`src/rtl/hello_pkg.sv`:
```
// Letter codes and FSM state encodings for the HELLO display sequencer.
// Shared with the downstream HexHELO decoder, so the codes must not drift.
package hello_pkg;

  localparam logic [3:0] ALLBLANK = 4'b0000;
  localparam logic [3:0] H        = 4'b0001;
  localparam logic [3:0] E        = 4'b0010;
  localparam logic [3:0] L        = 4'b0011;
  localparam logic [3:0] O        = 4'b0100;
  // Never 0000: downstream treats 0000 as "clear all digits".
  localparam logic [3:0] SPACE    = 4'b0111;

  typedef enum logic [3:0] {
    S_ALLBLANK = 4'd0,
    S_H        = 4'd1,
    S_E        = 4'd2,
    S_L1       = 4'd3,
    S_L2       = 4'd4,
    S_O        = 4'd5,
    S_SP1      = 4'd6,
    S_SP2      = 4'd7,
    S_SP3      = 4'd8,
    S_ROTATE   = 4'd9
  } state_e;

  function automatic logic [3:0] letter_of(input state_e s);
    case (s)
      S_ALLBLANK: return ALLBLANK;
      S_H:        return H;
      S_E:        return E;
      S_L1, S_L2: return L;
      S_O:        return O;
      default:    return SPACE;
    endcase
  endfunction

  function automatic logic shift_of(input state_e s);
    return (s == S_ROTATE);
  endfunction

  function automatic logic busy_of(input state_e s);
    case (s)
      S_H, S_E, S_L1, S_L2, S_O, S_SP1, S_SP2, S_SP3: return 1'b1;
      default:                                        return 1'b0;
    endcase
  endfunction

endpackage

```
`src/rtl/tick_prescaler.sv`:
```
// Divides Clk into a registered one-cycle Tick every TICKS enabled cycles.
// Clear restarts the period from zero and drops any pending Tick.
module tick_prescaler #(
  parameter int unsigned TICKS  = 50_000_000,
  parameter int unsigned TICK_W = 26
) (
  input  logic Clk,
  input  logic Reset,
  input  logic Enable,
  input  logic Clear,
  output logic Tick
);

  localparam logic [TICK_W-1:0] LAST = TICK_W'(TICKS - 1);

  logic [TICK_W-1:0] count_q;
  logic              tick_q;

  always_ff @(posedge Clk or posedge Reset) begin
    if (Reset) begin
      count_q <= '0;
      tick_q  <= 1'b0;
    end else if (Clear) begin
      count_q <= '0;
      tick_q  <= 1'b0;
    end else if (Enable) begin
      if (count_q == LAST) begin
        count_q <= '0;
        tick_q  <= 1'b1;
      end else begin
        count_q <= count_q + 1'b1;
        tick_q  <= 1'b0;
      end
    end else begin
      // Paused: hold the count so resuming neither loses nor adds a Tick.
      tick_q <= 1'b0;
    end
  end

  assign Tick = tick_q;

endmodule

```
`src/rtl/hello_sequencer.sv`:
```
// Moore sequencer feeding the 8-digit HELLO shift register: clear, load
// "HELLO   ", then rotate one digit per Tick until Restart or Reset.
module hello_sequencer
  import hello_pkg::*;
#(
  parameter int unsigned TICKS  = 50_000_000,
  parameter int unsigned TICK_W = 26
) (
  input  logic       Clk,
  input  logic       Reset,
  input  logic       Enable,
  input  logic       Restart,
  output logic [3:0] LetterOut,
  output logic       ShiftMode,
  output logic       Tick,
  output logic       Busy
);

  logic       tick;
  state_e     state_q, state_d;
  logic [3:0] letter_q;
  logic       shift_q;
  logic       busy_q;

  tick_prescaler #(
    .TICKS  (TICKS),
    .TICK_W (TICK_W)
  ) u_prescaler (
    .Clk    (Clk),
    .Reset  (Reset),
    .Enable (Enable),
    .Clear  (Restart),
    .Tick   (tick)
  );

  always_comb begin
    state_d = state_q;
    case (state_q)
      S_ALLBLANK: if (tick) state_d = S_H;
      S_H:        if (tick) state_d = S_E;
      S_E:        if (tick) state_d = S_L1;
      S_L1:       if (tick) state_d = S_L2;
      S_L2:       if (tick) state_d = S_O;
      S_O:        if (tick) state_d = S_SP1;
      S_SP1:      if (tick) state_d = S_SP2;
      S_SP2:      if (tick) state_d = S_SP3;
      S_SP3:      if (tick) state_d = S_ROTATE;
      S_ROTATE:   state_d = S_ROTATE;
      default:    state_d = S_ALLBLANK;
    endcase
    if (Restart) state_d = S_ALLBLANK;
  end

  // Outputs are registered from the next state so they change only with it.
  always_ff @(posedge Clk or posedge Reset) begin
    if (Reset) begin
      state_q  <= S_ALLBLANK;
      letter_q <= ALLBLANK;
      shift_q  <= 1'b0;
      busy_q   <= 1'b0;
    end else begin
      state_q  <= state_d;
      letter_q <= letter_of(state_d);
      shift_q  <= shift_of(state_d);
      busy_q   <= busy_of(state_d);
    end
  end

  assign LetterOut = letter_q;
  assign ShiftMode = shift_q;
  assign Busy      = busy_q;
  assign Tick      = tick;

endmodule

```
`config.mk`:
```
export PLATFORM = sky130hd
export DESIGN_NAME = hello_sequencer
export DESIGN_NICKNAME = d
export VERILOG_FILES = /design/src/rtl/hello_pkg.sv /design/src/rtl/tick_prescaler.sv /design/src/rtl/hello_sequencer.sv
export SDC_FILE = /design/constraint.sdc
export NUM_CORES = 1
export LEC_CHECK = 0
export CAP_MARGIN = 20
export CORE_ASPECT_RATIO = 0.6
export CORE_MARGIN = 1.5
export CORE_UTILIZATION = 50
export DETAILED_ROUTE_END_ITERATION = 10
export GPL_TIMING_DRIVEN = 0
export HOLD_SLACK_MARGIN = 0.08
export PLACE_DENSITY = 0.76
export RECOVER_POWER = 100
export SLEW_MARGIN = 20
export SYNTH_ARGS = -nofsm -noshare
export SYNTH_HDL_FRONTEND = slang
export SYNTH_SLANG_ARGS = --single-unit
```
`constraint.sdc`:
```
create_clock -name Clk -period 2.5 [get_ports Clk]
set_input_delay 0.375 -clock Clk [delete_from_list [all_inputs] [get_ports Clk]]
set_output_delay 0.375 -clock Clk [all_outputs]
set_load 0.02 [all_outputs]
```
Yosys cells after proc, flatten, opt, wreduce, memory -nomap -nowiden
Memory sizes are Yosys's and may differ from the RTL's. A register that Yosys moved wholly into a read port is not among the register bits.
Cells that the tools add are included.
- register bits: 36
- ROM bits: 16
- output and inout port bits: 7
- word-level logic and storage cells: 45
- memories: 1
- add/sub/neg operators: 1
- eq/ne operators: 16
- multiplexer cells: 18
- reductions and logical operators: 4
- memory list (name ; words ; bits a word ; rd ports ; clocked after Yosys merged registers in ; wr ports ; RTL line ; RTL):
    (no name shown) ; 16 ; 1 ; 1 ; 1 ; 0 ; hello_pkg.sv:42 ; case (s)
- operators with widths (cell ; count):
    $mux W26 ; 3
    $mux W4 ; 10
    $pmux W4 S10 ; 1
    $add A26 B1 Y26 const B ; 1
    $eq A26 B26 Y1 const B ; 1
    $eq A4 B3 Y1 const B ; 6
    $eq A4 B2 Y1 const B ; 4
    $pmux W3 S5 ; 1
    $eq A4 B4 Y1 const B ; 3
    $eq A4 B1 Y1 const B ; 2
    $logic_not A4 Y1 ; 2
    $mux W1 ; 3
    $reduce_bool A2 Y1 ; 1
    $reduce_or A2 Y1 ; 1

Logic depth before layout (Yosys ltp)
- depth after elaboration: 6
- gate-level depth with buffers: 7

Cells and area by module
Synthesis repeated with hierarchy kept, for this count alone.
- cells, all modules: 234
- area, all modules: 2109.5 sq um
- by module, submodules not included (module ; instances ; cells an instance ; area each (sq um) ; sequential area each (sq um)):
    tick_prescaler ; 1 ; 188 ; 1667.8 ; 675.6
    hello_sequencer ; 1 ; 46 ; 441.7 ; 225.2

Worst setup path after synthesis
OpenSTA, ideal clock, no wires.
- path type: reg-to-reg
- start point: register u_prescaler.count_q[9]
- end point: register u_prescaler.count_q[20]
- setup time: 130 ps
- arrival: 1663 ps
- slack: 707 ps
- cell stages (with the launch flop): 6
- path buffers: 1
- clock period less this slack: 1793 ps
- cell sequence: dfrtp_1 > or2_0 > or4_4 > o41ai_4 > buf_4 > a21oi_1
- longest elaborated chain between the ends: 4
- elaborated cells on any way between the ends: 5
- classes of those cells: add/sub: 1; eq/ne: 1; mux: 3
- RTL lines (element ; RTL line ; RTL):
    start, declared ; tick_prescaler.sv:16 ; logic [TICK_W-1:0] count_q;
    start signal, assigned ; tick_prescaler.sv:31 ; count_q <= count_q + 1'b1;
    $add A26 B1 Y26 / $eq A26 B26 Y1 (equally long branches) ; tick_prescaler.sv:31, tick_prescaler.sv:27 ;
    $mux W26 (*) ; tick_prescaler.sv:27 ; if (count_q == LAST) begin
    $mux W26 (*) ; tick_prescaler.sv:26 ; end else if (Enable) begin
    $mux W26 (*) ; tick_prescaler.sv:23 ; end else if (Clear) begin
Mark *: on every way between the ends. The rest lies on a longest branch, timed or not. The select of a mux whose other input is x is not followed.
A chain may end at the register's enable or synchronous reset.

Final worst setup path
- start point: register u_prescaler.count_q[0]
- end point: register u_prescaler.count_q[10]
Same word-level chain as after synthesis.

==> metrics.csv <==
stage;metric;value;unit
run_status;status;finished clean;
place;gp_congestion;0.906;
cts;cts.repair.resized;0;
critical_path;cp_slowest_cell;or4_2;
sta;finalSetupTns;0;ns
place;dp_cells;300;
global_routing;antenna_found_initial;0;
synth;synthTopCellsByCount;36 x dfrtp_1, 23 x nand2_1, 14 x nor2_1;
global_routing;grt_pass1_wl;8.50;mm
cts;cts_root_buf;clkbuf_8;
min_path;hold_path.class;input pin to flip-flop;
sta;fmax;455;MHz
pwr;power.density;570;nW/um^2
drt;dr.pass1.iters;5;
cts;cts.clk_slew.worst_paths;0.08;ns
synth;ys_ff_latch;36;
synth;ys_seq_area_share;42.9;%
sta;setup_violations;0;
critical_path;worst_ep_required_time;2.70;ns
place;dpl.hpwl;3.72;mm
synth;yosysUniqueCellTypes;52;
synth;syn_area;2100;um^2
place;place_ws;0.180;ns
critical_path;end_kind;flip-flop;
critical_path;crit_chain;ha_1 > and3_1 > clkbuf_1 > nand2_4 > or4_2 > a31oi_1;
critical_path;start_kind;flip-flop;
drt;via_per_inst;6.27;
drt;drt_iter0_drc;112;
critical_path;cp_slowest_stage_delay;0.64;ns
cts;cts.htree.levels;2;
layout;fin_cells;308;
sta;rsz0062_at_grt;no;
synth;postSynth.asyncResetShare;100;%
layout;fillCellCount;363;
layout;drive_above_1_share;10.1;%
layout;seq_area;901;um^2
cts;clockBufferDepth;2;
layout;diodes;0;
drt;wl_per_cell;16.7;um
global_routing;grt.overflow.total;0;
cts;clkLatencyLatePin;0.30;ns
die;die_y;53.2;um
drt;ant_nets;0;
cts;cts_setup_buffers;0;
synth;yosys_warnings;0;
sta;finalWorstSetupSlack;0.301;ns
synth;synth_top_cell_by_area;dfrtp_1;
synth;synth_area_leaders;dfrtp_1 43%, xor2_1 4.2%, nand2_1 4.1%;
die;io_pins;11;
job;drv_cap;0;
die;die_x;86.7;um
global_routing;grt_max_degree;37;
synth;yosys.area.top_type_share;42.9;%
sta;maxSlewViolCount;0;
pwr;p_leak;1.00;nW
synth;synthCells;232;
cts;numCtsBuffers;5;
cts;cts_tree;built;
critical_path;crit_family;simple AND/OR/NAND/NOR gates;
synth;synth_fp_nets;237;
sta;hold_viol;0;
sta;layout_min_cycle_time;2.20;ns
global_routing;grt_pass1_vias;1668;
sta;worst_pin_slew;1.34;ns
pwr;report.power.total;1.37;mW
sta;finClkSkew;0.0123;ns
layout;num-nets-final;252;
drt;drc;0;
critical_path;cp_num_buf_inv;1;
synth;yosys.cell_count.top_type;dfrtp_1;
place;port_buffers;8;
die;die_area;4610;um^2
die;start_util;51.6;%
drt;routed_wirelength;5.14;mm
sta;relSlewSlack;10.4;%
global_routing;track_usage;25.0;%
synth;synth_edf_count;0;
layout;areaGrowthSynthToFinish;14.4;%
die;row_count;18;
synth;synthFlopType;dfrtp_1;
synth;synth.avg_cell_area;9.06;um^2
cts;clock_sinks;36;
sta;fin_crit_sh;88.0;%
die;core;4080;um^2
pwr;peakVddDrop;0.360;mV
drt;routed-via-count;1930;
layout;multi_input_area;1080;um^2
cts;cts_hold_buf;0;
critical_path;crit_fanout;9;
critical_path;cp.arrival;2.40;ns
critical_path;critical_path_class;flip-flop to flip-flop;
[layout make-up]
cell class | instances | share of cell area, %
clock inverters | 3 | 3.75
clock buffers | 5 | 2.86
flip-flops and latches | 36 | 37.5
multi-input cells | 169 | 44.7
inverters | 11 | 1.72
well taps | 60 | 3.12
plain buffers | 16 | 3.02
repair buffers | 8 | 3.33
[tightest hold or removal path, delay by kind of cell]
| kind | cells | cell delay, ns |
|---|---|---|
| and+or+nand+nor | 2 | 0.21 |
| buffers and inverters | 1 | 0.15 |
| AOI/OAI and AO/OA | 1 | 0.06 |
[power by group]
part           total [mW]  switching (mW)  internal [mW]
Combinational      0.0539          0.0404         0.0134
Clock               0.729           0.230          0.499
Sequential          0.588         0.00389          0.585
[cell usage in the layout (no fill, tap or decap), types with 5 or more instances in the layout]
master	netlist	layout
nand4_1	13	13
dfrtp_1	36	36
clkbuf_1	7	9
xor2_1	10	10
inv_1	11	11
nor2_1	14	14
or4_1	9	10
nor3_1	10	10
nand3_1	11	11
dlygate4sd3_1	0	8
o31ai_1	5	5
a21oi_1	13	13
nand2_1	23	23
and3_1	5	5
clkbuf_8	0	5
o21ai_0	5	5
[metal layers]
layer / track usage (%) / up-vias / wire length [um]
li1: - / 897 / -
met1: 39.9 / 958 / 2720
met2: 33.2 / 70 / 2030
met3: 5.15 / 5 / 351
met4: 6.45 / 0 / 30
met5: 0 / - / 0
[flip-flops by register name (all words and copies together), names as in the netlist]
signal and flops:
state_q 4, Busy 1, LetterOut 3, ShiftMode 1
u_prescaler.Tick 1, u_prescaler.count_q 26
[worst paths after layout]
| check | startpoint | end | slack (ns) | depth (start not counted) |
|---|---|---|---|---|
| max | u_prescaler.count_q[0] | u_prescaler.count_q[10] | 0.30 | 6 |
| min | Enable | u_prescaler.count_q[18] | 0.53 | 4 |
| max reg2reg | u_prescaler.count_q[0] | u_prescaler.count_q[10] | 0.30 | 6 |
| min reg2reg | u_prescaler.count_q[22] | u_prescaler.count_q[22] | 0.59 | 2 |
| max in group asynchronous | Reset | u_prescaler.count_q[2] | 0.81 | 2 |
| min in group asynchronous | Reset | u_prescaler.count_q[18] | 0.89 | 2 |
[cell families (layout without fill, tap and decap cells)]
family,count (synthesis),in the layout,share of synthesized area [%]
XOR/XNOR,11,11,4.58
flip-flops,36,36,42.9
buffers and inverters,27,43,5.48
multiplexers,2,2,0.952
adder cells (fa/ha/maj),1,1,0.595
AO/OA/AOI/OAI,46,46,16.4
AND/OR/NAND/NOR,108,108,29.0
other,1,1,0.178
[through the flow]
stage                     hold slack (ns)  util (%)  cell area [um^2]
after floorplan                     0.511         -              2100
after global placement              0.560      55.4              2260
after detailed placement            0.578      55.4              2260
after CTS                           0.520      59.3              2420
after global routing                0.535      59.0              2400
final                               0.530      59.0              2400
Note: power is estimated with default switching activity, not from simulation.
